## src/rtl/keypad_scanner.sv

```systemverilog
// 4x4 keypad column scanner with per-tick debounce and a valid/ack holding register for the processor.
// Rows are synchronized through two flops; every output is registered.
module keypad_scanner #(
  parameter int SCAN_DIV       = 100000,
  parameter int DEBOUNCE_SCANS = 4
) (
  input  logic       clk,
  input  logic       rst,
  input  logic [3:0] row,
  output logic [3:0] column,
  input  logic       key_ack,
  output logic       key_valid,
  output logic [3:0] key_code,
  output logic       key_held,
  output logic       overrun
);

  localparam int             DW       = $clog2(SCAN_DIV);
  localparam logic [DW-1:0]  DIV_LAST = DW'(SCAN_DIV - 1);
  localparam logic [3:0]     DB_N     = 4'(DEBOUNCE_SCANS);

  typedef enum logic [1:0] {SCAN, DEBOUNCE, HELD} state_t;

  state_t        state, state_n;
  logic [3:0]    row_m, row_s;
  logic [DW-1:0] div_cnt;
  logic [1:0]    col_idx, col_n;
  logic [3:0]    cand, cand_n;
  logic [3:0]    cnt, cnt_n;
  logic [3:0]    rcnt, rcnt_n;
  logic          tick, any_low, accept;
  logic [1:0]    row_idx;
  logic [3:0]    acc_code;
  logic          vld_n, ovr_n;
  logic [3:0]    code_n;

  assign tick    = (div_cnt == DIV_LAST);
  assign any_low = ~&row_s;

  // Lowest-numbered low row wins when several keys share the driven column.
  always_comb begin
    row_idx = 2'd3;
    if (!row_s[0])      row_idx = 2'd0;
    else if (!row_s[1]) row_idx = 2'd1;
    else if (!row_s[2]) row_idx = 2'd2;
  end

  always_comb begin
    state_n  = state;
    col_n    = col_idx;
    cand_n   = cand;
    cnt_n    = cnt;
    rcnt_n   = rcnt;
    accept   = 1'b0;
    acc_code = cand;
    if (tick) begin
      case (state)
        SCAN: begin
          if (any_low) begin
            cand_n   = {row_idx, col_idx};
            acc_code = {row_idx, col_idx};
            cnt_n    = 4'd1;
            if (DB_N == 4'd1) begin
              accept  = 1'b1;
              state_n = HELD;
              rcnt_n  = 4'd0;
            end else begin
              state_n = DEBOUNCE;
            end
          end else begin
            col_n = col_idx + 2'd1;
          end
        end
        DEBOUNCE: begin
          if (any_low && (row_idx == cand[3:2])) begin
            cnt_n = cnt + 4'd1;
            if (cnt + 4'd1 == DB_N) begin
              accept  = 1'b1;
              state_n = HELD;
              rcnt_n  = 4'd0;
            end
          end else begin
            state_n = SCAN;
            col_n   = col_idx + 2'd1;
          end
        end
        HELD: begin
          if (!any_low) begin
            rcnt_n = rcnt + 4'd1;
            if (rcnt + 4'd1 == DB_N) begin
              state_n = SCAN;
              rcnt_n  = 4'd0;
              col_n   = col_idx + 2'd1;
            end
          end else begin
            rcnt_n = 4'd0;
          end
        end
        default: state_n = SCAN;
      endcase
    end
  end

  // An accept coinciding with key_ack loads the new key and clears overrun.
  always_comb begin
    vld_n  = key_valid;
    code_n = key_code;
    ovr_n  = overrun;
    if (accept) begin
      if (key_valid && !key_ack) begin
        ovr_n = 1'b1;
      end else begin
        vld_n  = 1'b1;
        code_n = acc_code;
        if (key_ack) ovr_n = 1'b0;
      end
    end else if (key_ack && key_valid) begin
      vld_n = 1'b0;
      ovr_n = 1'b0;
    end
  end

  always_ff @(posedge clk or negedge rst) begin
    if (!rst) begin
      state     <= SCAN;
      row_m     <= 4'hF;
      row_s     <= 4'hF;
      div_cnt   <= '0;
      col_idx   <= 2'd0;
      cand      <= 4'd0;
      cnt       <= 4'd0;
      rcnt      <= 4'd0;
      column    <= 4'b1110;
      key_valid <= 1'b0;
      key_code  <= 4'd0;
      key_held  <= 1'b0;
      overrun   <= 1'b0;
    end else begin
      state     <= state_n;
      row_m     <= row;
      row_s     <= row_m;
      div_cnt   <= tick ? '0 : div_cnt + DW'(1);
      col_idx   <= col_n;
      cand      <= cand_n;
      cnt       <= cnt_n;
      rcnt      <= rcnt_n;
      column    <= ~(4'b0001 << col_n);
      key_valid <= vld_n;
      key_code  <= code_n;
      key_held  <= (state_n == HELD);
      overrun   <= ovr_n;
    end
  end

endmodule

```

## config.mk

```make
export PLATFORM = sky130hd
export DESIGN_NAME = keypad_scanner
export DESIGN_NICKNAME = d
export VERILOG_FILES = /design/src/rtl/keypad_scanner.sv
export SDC_FILE = /design/constraint.sdc
export NUM_CORES = 1
export LEC_CHECK = 0
export ABC_AREA = 1
export CAP_MARGIN = 0
export CORE_MARGIN = 5
export CORE_UTILIZATION = 45
export DETAILED_ROUTE_END_ITERATION = 6
export DONT_BUFFER_PORTS = 1
export SYNTH_ARGS = -nofsm -noshare
export SYNTH_HDL_FRONTEND = slang
export SYNTH_SLANG_ARGS = --single-unit
```

## constraint.sdc

```tcl
create_clock -name clk -period 2 [get_ports clk]
set_input_delay 0.2 -clock clk [delete_from_list [all_inputs] [get_ports clk]]
set_output_delay 0.2 -clock clk [all_outputs]
set_load 0.02 [all_outputs]
```

==> results.json <==
{
  "outcome": "completed",
  "ys_top_cells_by_count": "nand2_1, dfrtp_1, inv_1",
  "synth_top_family_by_area": "simple AND/OR/NAND/NOR gates",
  "max-vdd-ir-drop_mv": 0.373,
  "finalNonFillerCells": 400,
  "worstPathRequired_ns": 2.19,
  "num_rows": 27,
  "synth_compound_area_share_pct": 4.27,
  "swShare_pct": 22.0,
  "ys_ff_latch": 52,
  "finish.utilization_pct": 51.9,
  "syn_inst": 312,
  "postCtsResizedCells": 0,
  "yosys.area_share.simple_pct": 33.9,
  "path_clk_slew_ns": 0.09,
  "top_layer": "met4",
  "synthXorXnorAreaFrac_pct": 2.99,
  "cts_setup_buffers": 0,
  "maxSlewHeadroom_pct": 72.7,
  "num_antenna_cells": 0,
  "synth_edf_count": 0,
  "die_y_um": 86.5,
  "fin_hold_ws_ns": 0.0668,
  "dpl.hpwl_um": 3740,
  "cp-start-kind": "register",
  "drt-initial-drc-count": 74,
  "clock_path_buffers": 2,
  "drt_pre_antenna_iters": 4,
  "ys_warn_count": 0,
  "p_leak_uw": 0.00151,
  "drv_slew": 0,
  "via_per_inst": 4.87,
  "rrSetupSlack_ns": 0.28,
  "synth_ff_type": "dfrtp_1",
  "finClkSkew_ns": 0.0121,
  "seqPwrFrac_pct": 62.8,
  "dr_wl_met2_um": 2330,
  "clock_latency_ns": 0.30,
  "antenna_left": 0,
  "fmax_ghz": 0.582,
  "ctsHoldBuffers": 7,
  "tightest_slew_ns": 0.408,
  "crit_path_frequent_cell": "nand2_1",
  "core_sq_um": 5610,
  "synth_area_sq_um": 2640,
  "syn_avg_cell_area_sq_um": 8.45,
  "place_congestion": 0.876,
  "start_util_pct": 47.0,
  "p_sw_uw": 375,
  "end_kind": "register",
  "synth_fa_ha_area_share_pct": 1.90,
  "grt_pass1_wl_um": 8590,
  "wl_um": 4830,
  "grt_pass1_vias": 1912,
  "p_int_uw": 1330,
  "wl_met1_um": 2220,
  "htree_levels": 2,
  "num_vias": 1947,
  "port_buffers": 0,
  "cp_max_fo": 6,
  "ios": 18,
  "hold_viol": 0,
  "place_ws_ns": 0.276,
  "dieArea_sq_um": 7490,
  "dp.cells": 385,
  "power_frac_comb_pct": 2.7,
  "tritoncts": "done",
  "synth_area_leader_cell": "dfrtp_1",
  "tns_ns": 0,
  "hold_path_class": "in2reg",
  "gr-usage-all-layers_pct": 14.6,
  "layout-drive-gt1-share_pct": 17.7,
  "nets": 338,
  "ys_seq_area_share_pct": 49.9,
  "worstPathArrival_ns": 1.91,
  "setup_viol": 0,
  "async_reset_ff_share_pct": 100,
  "finalCritPeriodShare_pct": 85.9,
  "clock-sinks": 52,
  "syn2layout_area_growth_pct": 10.4,
  "period_needed_ns": 1.72,
  "drc": 0,
  "yosysMostFrequentCell": "nand2_1",
  "synthesis.nets": 323,
  "ys_types": 33,
  "synth_area_leaders": "dfrtp_1, nand2_1, dfstp_2",
  "fin_ws_ns": 0.282,
  "muxShareOfSynthArea_pct": 0,
  "rsz0062_at_grt": "false",
  "pwr-share-clk_pct": 34.4,
  "cts-buffers-inserted": 5,
  "die_width_um": 86.5,
  "grt_max_degree": 53,
  "synth_top_area_share_pct": 38.9,
  "cp_slowest_cell": "dfstp_2",
  "dr_wl_met3_um": 181,
  "path_cells": "nand2_1 > nor2_1 > nand3_1 > nand2_1 > nand3_4 > nand2_2 > nand2_1 > nor2_2 > nand2_1",
  "overflow": 0,
  "worstSetupPathType": "reg2reg",
  "cts_root_buf": "clkbuf_8",
  "num-fill-cells": 563,
  "power_density_nw_per_um2": 585,
  "routedWlPerCell_um": 12.1,
  "antenna_found_initial": 0,
  "critPathMaxStageDelay_ns": 0.55,
  "drv_cap": 0
}
[kinds of logic after synthesis]
kind of cell | after synthesis
adder cells (fa/ha/maj) | 4
XOR/XNOR | 9
buffers and inverters | 46
AND/OR/NAND/NOR | 181
AO/OA/AOI/OAI | 20
flip-flops | 52
[per-stage QoR]
step,power (uW),area (sq um)
floorplan,1100,2640
global placement,1100,2730
detailed placement,1100,2730
CTS,1730,2910
global route,1800,2910
finish,1700,2910
[registers in the layout, summed over array words and instances, names as in the netlist, 4 cells and up]
| name | cells |
|---|---|
| key_code | 4 |
| row_m | 4 |
| div_cnt | 17 |
| rcnt | 4 |
| row_s | 4 |
| cand | 4 |
| cnt | 4 |
| column | 4 |
[cell usage in the layout, fill, tap and decap left out, types with 2 or more instances in the layout]
master         count
o21ai_0           12
clkinv_2           2
nand2_1           85
nor2_4             4
nand3_2            2
nand4_1            5
dfstp_2           11
nor3_1             7
ha_1               4
clkbuf_8           5
inv_1             37
nor2_1            33
xor2_1             8
a21oi_1            3
nand3_1           24
nand2_2            6
clkinv_4           2
nor2_2             6
dfrtp_1           41
nand3_4            2
dlygate4sd3_1      6
nand2_4            2
inv_2              6
[final timing paths]
check | endpoint | cells after the start | from
setup / recovery | column[0] | 9 | row_s[0]
hold / removal | overrun | 3 | key_ack
setup reg to reg | column[0] | 9 | row_s[0]
hold reg to reg | row_s[3] | 0 | row_m[3]
max in group asynchronous | row_s[2] | 2 | rst
min in group asynchronous | div_cnt[13] | 2 | rst
[power groups by stage]
| stage | registers, uW | clock network [uW] | logic [uW] |
|---|---|---|---|
| detailed placement | 1090 | 0 | 12.0 |
| floorplan | 1090 | 0 | 9.68 |
| CTS | 1070 | 613 | 49.0 |
| global placement | 1090 | 0 | 11.8 |
| finish | 1070 | 586 | 46.6 |
| global route | 1070 | 676 | 54.2 |
[area by class of cell]
class | instances | area [sq um] | share of cell area, %
sequential | 52 | 1320 | 45.2
clock buffer | 5 | 68.8 | 2.37
inverter | 46 | 185 | 6.37
multi-input combinational | 214 | 1130 | 39.0
clock inverter | 3 | 18.8 | 0.645
tap | 72 | 90.1 | 3.10
timing repair buffer | 8 | 95.1 | 3.27
[worst max-delay path: cells and delay by family, from the launching register on]
family / cells / cell delay [ns]
DFF: 1 / 0.55
and+or+nand+nor: 9 / 1.08
[routing by layer]
metal / up-vias / GRT usage (%)
met2: 33 / 24.2
met5: - / 0
met3: 10 / 3.61
met4: 0 / 5.67
met1: 896 / 18.3
li1: 1008 / -
(Power assumes the default switching activity.)
